$ cat config.mk
export PLATFORM = sky130hd
export DESIGN_NAME = mem_access_sequencer_flat
export DESIGN_NICKNAME = d
export VERILOG_FILES = /design/src/rtl/mem_access_sequencer_pkg.sv /design/src/rtl/mem_access_sequencer_if.sv /design/src/rtl/mem_access_sequencer_arb.sv /design/src/rtl/mem_access_sequencer.sv /design/src/flat_wrapper.sv
export SDC_FILE = /design/constraint.sdc
export NUM_CORES = 1
export LEC_CHECK = 0
export ABC_AREA = 1
export CAP_MARGIN = 10
export CORE_UTILIZATION = 24
export DETAILED_ROUTE_END_ITERATION = 10
export HOLD_SLACK_MARGIN = 0.08
export PLACE_DENSITY = 0.65
export SLEW_MARGIN = 20
export SYNTH_ARGS = -nofsm -noshare
export SYNTH_HDL_FRONTEND = slang
export SYNTH_HIERARCHICAL = 1
export SYNTH_SLANG_ARGS = --single-unit
$ cat constraint.sdc
create_clock -name clk -period 2.08 [get_ports clk]
set_clock_uncertainty 0.15 [all_clocks]
set_input_delay 0.312 -clock clk [delete_from_list [all_inputs] [get_ports clk]]
set_output_delay 0.312 -clock clk [all_outputs]
set_load 0.1 [all_outputs]
$ cat src/rtl/mem_access_sequencer_pkg.sv
// Shared definitions for the memory access sequencer.
//   state_e      : sequencer FSM states
//   CS_RAM/ROM   : memChipSelect encoding
//   OP_READ/WRITE: memOpSelect encoding
//   CNT_W        : wait counter width (covers WAIT_CYCLES up to 15)
package mem_seq_pkg;

  typedef enum logic [1:0] {
    ST_IDLE    = 2'd0,
    ST_SETUP   = 2'd1,
    ST_ACCESS  = 2'd2,
    ST_RECOVER = 2'd3
  } state_e;

  localparam logic CS_RAM   = 1'b0;
  localparam logic CS_ROM   = 1'b1;
  localparam logic OP_READ  = 1'b0;
  localparam logic OP_WRITE = 1'b1;

  localparam int CNT_W = 4;

endpackage

$ cat src/rtl/mem_access_sequencer_if.sv
// Bundle of requester-side and memory-controller-side signals of the sequencer.
//   slave  : the sequencer (samples requests, drives acks and mem* fields)
//   master : requesters plus the RAM/ROM controller model
// Requester side : req0/1, addr0/1, wdata0/1, we0/1, cs0/1, byte0/1 -> ack0/1, rdata, ready
// Memory side    : memAddr, memWrData, memChipSelect, memLengthSelect, memOpSelect,
//                  memEnable, memDrive -> controller; memRdData <- controller
interface mem_seq_if
  import mem_seq_pkg::*;
#(
  parameter int ADDRESS_SIZE = 24,
  parameter int DATA_SIZE    = 16
);

  logic                    req0, req1;
  logic [ADDRESS_SIZE-1:0] addr0, addr1;
  logic [DATA_SIZE-1:0]    wdata0, wdata1;
  logic                    we0, we1;
  logic                    cs0, cs1;
  logic                    byte0, byte1;
  logic                    ack0, ack1;
  logic [DATA_SIZE-1:0]    rdata;
  logic                    ready;

  logic [ADDRESS_SIZE-1:0] memAddr;
  logic [DATA_SIZE-1:0]    memWrData;
  logic                    memChipSelect;
  logic                    memLengthSelect;
  logic                    memOpSelect;
  logic                    memEnable;
  logic                    memDrive;
  logic [DATA_SIZE-1:0]    memRdData;

  modport slave (
    input  req0, req1, addr0, addr1, wdata0, wdata1, we0, we1,
           cs0, cs1, byte0, byte1, memRdData,
    output ack0, ack1, rdata, ready, memAddr, memWrData, memChipSelect,
           memLengthSelect, memOpSelect, memEnable, memDrive
  );

  modport master (
    output req0, req1, addr0, addr1, wdata0, wdata1, we0, we1,
           cs0, cs1, byte0, byte1, memRdData,
    input  ack0, ack1, rdata, ready, memAddr, memWrData, memChipSelect,
           memLengthSelect, memOpSelect, memEnable, memDrive
  );

endinterface

$ cat src/rtl/mem_access_sequencer_arb.sv
// Two-requester grant selection for the memory access sequencer.
//   req0_i, req1_i : level requests
//   last_grant_i   : requester granted most recently (0/1)
//   grant_o        : index of the requester to serve (0/1); 0 when idle
// Build option RR_ARBITRATION_EN: defined -> simultaneous requests alternate
// away from last_grant_i; undefined -> requester 0 always wins a tie.
module mem_rr_arbiter
  import mem_seq_pkg::*;
(
  input  logic req0_i,
  input  logic req1_i,
  input  logic last_grant_i,
  output logic grant_o
);

`ifdef RR_ARBITRATION_EN
  always_comb begin
    grant_o = 1'b0;
    if (req0_i && req1_i) begin
      grant_o = ~last_grant_i;
    end else if (req1_i) begin
      grant_o = 1'b1;
    end
  end
`else
  logic unused_last_grant;
  assign unused_last_grant = last_grant_i;

  always_comb begin
    grant_o = 1'b0;
    if (req1_i && !req0_i) begin
      grant_o = 1'b1;
    end
  end
`endif

endmodule

$ cat src/rtl/mem_access_sequencer.sv
// Sequences one RAM/ROM access at a time for two requesters:
// IDLE -> SETUP (1 cycle) -> ACCESS (WAIT_CYCLES cycles) -> RECOVER (ack) -> IDLE.
//   clk, rst : single clock, asynchronous active-high reset
//   bus      : mem_seq_if.slave (requests/acks/rdata/ready and mem* controller fields)
// Build option RR_ARBITRATION_EN selects round-robin tie breaking in mem_rr_arbiter.
//
// state      | meaning
// -----------+----------------------------------------------------------
// ST_IDLE    | ready high, requests sampled and latched on leaving
// ST_SETUP   | memEnable high, fields stable, wait counter loaded
// ST_ACCESS  | memEnable high, memDrive high for writes, counter runs down
// ST_RECOVER | ack to the granted requester, back to IDLE next cycle
module mem_access_sequencer
  import mem_seq_pkg::*;
#(
  parameter int ADDRESS_SIZE = 24,
  parameter int DATA_SIZE    = 16,
  parameter int WAIT_CYCLES  = 4
)
(
  input  logic     clk,
  input  logic     rst,
  mem_seq_if.slave bus
);

  state_e                  state_q, state_d;
  logic [CNT_W-1:0]        cnt_q, cnt_d;
  logic                    load_en;
  logic                    capture_en;
  logic                    arb_grant;

  logic                    grant_q;
  logic                    last_grant_q;
  logic [ADDRESS_SIZE-1:0] addr_q;
  logic [DATA_SIZE-1:0]    wdata_q;
  logic                    we_q;
  logic                    cs_q;
  logic                    byte_q;
  logic [DATA_SIZE-1:0]    rdata_q;

  mem_rr_arbiter u_arb (
    .req0_i       (bus.req0),
    .req1_i       (bus.req1),
    .last_grant_i (last_grant_q),
    .grant_o      (arb_grant)
  );

  always_ff @(posedge clk or posedge rst) begin
    if (rst) begin
      state_q <= ST_IDLE;
      cnt_q   <= '0;
    end else begin
      state_q <= state_d;
      cnt_q   <= cnt_d;
    end
  end

  always_comb begin
    state_d    = state_q;
    cnt_d      = cnt_q;
    load_en    = 1'b0;
    capture_en = 1'b0;
    case (state_q)
      ST_IDLE: begin
        if (bus.req0 || bus.req1) begin
          state_d = ST_SETUP;
          load_en = 1'b1;
        end
      end
      ST_SETUP: begin
        state_d = ST_ACCESS;
        cnt_d   = CNT_W'(WAIT_CYCLES - 1);
      end
      ST_ACCESS: begin
        if (cnt_q == '0) begin
          state_d    = ST_RECOVER;
          capture_en = (we_q == OP_READ);
        end else begin
          cnt_d = cnt_q - 1'b1;
        end
      end
      ST_RECOVER: begin
        state_d = ST_IDLE;
      end
      default: begin
        state_d = ST_IDLE;
      end
    endcase
  end

  // Transaction fields are captured only when leaving IDLE, so requester
  // inputs may change freely while a transaction is in flight.
  always_ff @(posedge clk or posedge rst) begin
    if (rst) begin
      grant_q      <= 1'b0;
      last_grant_q <= 1'b1;
      addr_q       <= '0;
      wdata_q      <= '0;
      we_q         <= OP_READ;
      cs_q         <= CS_RAM;
      byte_q       <= 1'b0;
      rdata_q      <= '0;
    end else begin
      if (load_en) begin
        grant_q <= arb_grant;
        addr_q  <= arb_grant ? bus.addr1  : bus.addr0;
        wdata_q <= arb_grant ? bus.wdata1 : bus.wdata0;
        we_q    <= arb_grant ? bus.we1    : bus.we0;
        cs_q    <= arb_grant ? bus.cs1    : bus.cs0;
        byte_q  <= arb_grant ? bus.byte1  : bus.byte0;
`ifdef RR_ARBITRATION_EN
        last_grant_q <= arb_grant;
`endif
      end
      if (capture_en) begin
        rdata_q <= bus.memRdData;
      end
    end
  end

  // Strobes decode straight from the state register so an asynchronous
  // reset removes memDrive/memEnable without waiting for a clock edge.
  assign bus.ready           = (state_q == ST_IDLE);
  assign bus.memEnable       = (state_q == ST_SETUP) || (state_q == ST_ACCESS);
  assign bus.memDrive        = (state_q == ST_ACCESS) && (we_q == OP_WRITE);
  assign bus.ack0            = (state_q == ST_RECOVER) && !grant_q;
  assign bus.ack1            = (state_q == ST_RECOVER) && grant_q;
  assign bus.rdata           = rdata_q;
  assign bus.memAddr         = addr_q;
  assign bus.memWrData       = wdata_q;
  assign bus.memChipSelect   = cs_q;
  assign bus.memLengthSelect = byte_q;
  assign bus.memOpSelect     = we_q;

endmodule

$ cat src/flat_wrapper.sv
// flat-port wrapper written by rule: the top's interface ports become plain ports
module mem_access_sequencer_flat import mem_seq_pkg::*;
#(
  parameter int ADDRESS_SIZE = 24,
  parameter int DATA_SIZE    = 16,
  parameter int WAIT_CYCLES  = 4
)
  (clk, rst, bus_req0, bus_req1, bus_addr0, bus_addr1, bus_wdata0, bus_wdata1, bus_we0, bus_we1, bus_cs0, bus_cs1, bus_byte0, bus_byte1, bus_memRdData, bus_ack0, bus_ack1, bus_rdata, bus_ready, bus_memAddr, bus_memWrData, bus_memChipSelect, bus_memLengthSelect, bus_memOpSelect, bus_memEnable, bus_memDrive);
  mem_seq_if #(.ADDRESS_SIZE(ADDRESS_SIZE), .DATA_SIZE(DATA_SIZE)) bus_i ();
  input  logic clk;
  input  logic rst;
  input wire logic [$bits(bus_i.req0)-1:0] bus_req0;
  input wire logic [$bits(bus_i.req1)-1:0] bus_req1;
  input wire logic [$bits(bus_i.addr0)-1:0] bus_addr0;
  input wire logic [$bits(bus_i.addr1)-1:0] bus_addr1;
  input wire logic [$bits(bus_i.wdata0)-1:0] bus_wdata0;
  input wire logic [$bits(bus_i.wdata1)-1:0] bus_wdata1;
  input wire logic [$bits(bus_i.we0)-1:0] bus_we0;
  input wire logic [$bits(bus_i.we1)-1:0] bus_we1;
  input wire logic [$bits(bus_i.cs0)-1:0] bus_cs0;
  input wire logic [$bits(bus_i.cs1)-1:0] bus_cs1;
  input wire logic [$bits(bus_i.byte0)-1:0] bus_byte0;
  input wire logic [$bits(bus_i.byte1)-1:0] bus_byte1;
  input wire logic [$bits(bus_i.memRdData)-1:0] bus_memRdData;
  output wire logic [$bits(bus_i.ack0)-1:0] bus_ack0;
  output wire logic [$bits(bus_i.ack1)-1:0] bus_ack1;
  output wire logic [$bits(bus_i.rdata)-1:0] bus_rdata;
  output wire logic [$bits(bus_i.ready)-1:0] bus_ready;
  output wire logic [$bits(bus_i.memAddr)-1:0] bus_memAddr;
  output wire logic [$bits(bus_i.memWrData)-1:0] bus_memWrData;
  output wire logic [$bits(bus_i.memChipSelect)-1:0] bus_memChipSelect;
  output wire logic [$bits(bus_i.memLengthSelect)-1:0] bus_memLengthSelect;
  output wire logic [$bits(bus_i.memOpSelect)-1:0] bus_memOpSelect;
  output wire logic [$bits(bus_i.memEnable)-1:0] bus_memEnable;
  output wire logic [$bits(bus_i.memDrive)-1:0] bus_memDrive;
  assign bus_i.req0 = bus_req0;
  assign bus_i.req1 = bus_req1;
  assign bus_i.addr0 = bus_addr0;
  assign bus_i.addr1 = bus_addr1;
  assign bus_i.wdata0 = bus_wdata0;
  assign bus_i.wdata1 = bus_wdata1;
  assign bus_i.we0 = bus_we0;
  assign bus_i.we1 = bus_we1;
  assign bus_i.cs0 = bus_cs0;
  assign bus_i.cs1 = bus_cs1;
  assign bus_i.byte0 = bus_byte0;
  assign bus_i.byte1 = bus_byte1;
  assign bus_i.memRdData = bus_memRdData;
  assign bus_ack0 = bus_i.ack0;
  assign bus_ack1 = bus_i.ack1;
  assign bus_rdata = bus_i.rdata;
  assign bus_ready = bus_i.ready;
  assign bus_memAddr = bus_i.memAddr;
  assign bus_memWrData = bus_i.memWrData;
  assign bus_memChipSelect = bus_i.memChipSelect;
  assign bus_memLengthSelect = bus_i.memLengthSelect;
  assign bus_memOpSelect = bus_i.memOpSelect;
  assign bus_memEnable = bus_i.memEnable;
  assign bus_memDrive = bus_i.memDrive;
  mem_access_sequencer #(.ADDRESS_SIZE(ADDRESS_SIZE), .DATA_SIZE(DATA_SIZE), .WAIT_CYCLES(WAIT_CYCLES)) u_core (.clk(clk), .rst(rst), .bus(bus_i));
endmodule
==> reports/metrics.cfg <==
[routing]
via_count=2971
drcViolationCount=0
wl_per_cell_um=12.2
viasPerCell=4.19
final_antenna_net_count=0
wirelength_um=8640
dr.first_iter.drc_count=78
firstDrtPassIters=4

[clocking]
cts_tree=yes
clockRootBuffer=clkbuf_16
cts_resized=0
cts_buffers=9
postCtsSetupBuffers=0
cts.sinks=66
clk_path_buf_depth=2
clk_pin_slew_worst_paths_ps=50
htreeDepth=3
clkLatencyLatePin_ps=320
hold_buffers=0

[critical_path]
crit_type=reg2out
ff2ff_path_depth=7
cp-endpoint=bus_memDrive
critPathLaunch=u_core/state_q[0]$_DFFE_PP0P_
timing.rr.start=u_core/state_q[0]$_DFFE_PP0P_
rrSetupSlack_ps=200
cp_max_fo=7
cp-end-kind=output pin
worst_r2r_endpoint=u_core/bus.rdata[4]$_DFFE_PP0P_
worst_ep_arrival_time_ps=1510
cp.required_ps=1620
timing.critical_path.from_type=flop

[timing]
maxSlewViolCount=0
tightest_slew_ps=469
finalHoldViolations=0
period_needed_ps=1970
fin_crit_sh_pct=94.9
fin_setup_tns_ps=0
fmax_mhz=506
relSlewSlack_pct=68.7
rsz0062_at_grt=no
setup_violations=0
fin_ws_ps=105

[floorplanning]
core_um2=12800
die_w_um=117
ios=170
die_h_um=117
die_area_um2=13700
rows=41
start_util_pct=24.9

[placement]
io_buffers=169
gp_congestion=0.758
pre_cts_ws_ps=97.5
dp_hpwl_um=6530

[synthesis]
synth_area_um2=3180
synth.net_count=477
yosysWarningCount=8
avgSynthCellArea_um2=8.72
synthCells=365

[run]
drv_cap=0

[global_routing]
antenna_found_initial=0
grt_max_degree=61
grt_pass1_wl_um=13700
grt_usage_pct=13.3
first_global_vias=2977
overflow=0

[cells_and_area]
final_nets=644
areaGrowthSynthToFinish_pct=65.7
fillerInstances=1247
utilization_pct=41.3
antenna_cells=0
drive_gt1_share_pct=20.9

[run_status]
outcome=complete, no violations

[worst_hold_path]
min_path_type=in2async

[how the worst min path moves through the flow]
stage                                           to  slack (ps)  cells after the start
2_1_floorplan     u_core/bus.rdata[10]$_DFFE_PP0P_         300                      2
3_3_place_gp   u_core/bus.memWrData[0]$_DFFE_PP0P_         320                      2
3_5_place_dp    u_core/bus.memAddr[11]$_DFFE_PP0P_         320                      2
4_1_cts         u_core/bus.memAddr[16]$_DFFE_PP0P_         210                      2
5_1_grt            u_core/bus.rdata[0]$_DFFE_PP0P_         230                      2
6_report        u_core/bus.memAddr[16]$_DFFE_PP0P_         210                      2
[final cells by class]
| class | instances | area (µm²) | share of cell area (%) |
|---|---|---|---|
| Inverter | 29 | 114 | 2.16 |
| Clock inverter | 2 | 10.0 | 0.190 |
| Timing Repair Buffer | 177 | 1720 | 32.5 |
| Tap cell | 172 | 215 | 4.08 |
| Multi-Input combinational cell | 249 | 1290 | 24.5 |
| Sequential cell | 66 | 1650 | 31.3 |
| Clock buffer | 14 | 274 | 5.19 |
[stage by stage]
step / cell area (µm²) / hold WS [ps] / std cells
floorplan: 3190 / 304 / 365
global placement: 4990 / 316 / 693
detailed placement: 4990 / 320 / 693
CTS: 5280 / 213 / 709
global route: 5280 / 229 / 709
finish: 5280 / 210 / 709
[registers in the layout (all words and copies together) (netlist names), 2 cells and up]
register              count
u_core/bus.memAddr       24
u_core/bus.memWrData     16
u_core/bus.rdata         16
u_core/cnt_q              4
u_core/state_q            2
[placed cells by master, fill, tap and decap left out, types with 3 or more instances in the layout]
| cell | n |
|---|---|
| buf_12 | 10 |
| buf_4 | 62 |
| clkbuf_8 | 3 |
| inv_1 | 26 |
| o21ai_2 | 16 |
| clkbuf_16 | 9 |
| dfrtp_1 | 66 |
| nor2_1 | 90 |
| clkdlybuf4s50_1 | 105 |
| clkinv_2 | 3 |
| o31ai_1 | 43 |
| ha_1 | 5 |
| nand2_1 | 79 |
| o21ai_1 | 3 |
[critical path: stages, from the launching register on]
cell and delay, ps:
dfrtp_1 390, inv_1 110, ha_1 300, nand2_1 110, inv_1 110, buf_12 180
[metal layers]
metal / track usage (%) / vias up / wire length [µm]
met2: 21.6 / 116 / 4010
met3: 4.22 / 13 / 713
met4: 7.17 / 0 / 197
met5: 0 / - / 0
met1: 15.6 / 1330 / 3720
li1: - / 1512 / -
Power is not shown: default switching activity piles up to over one toggle a cycle in this logic, so the estimate is an artifact.
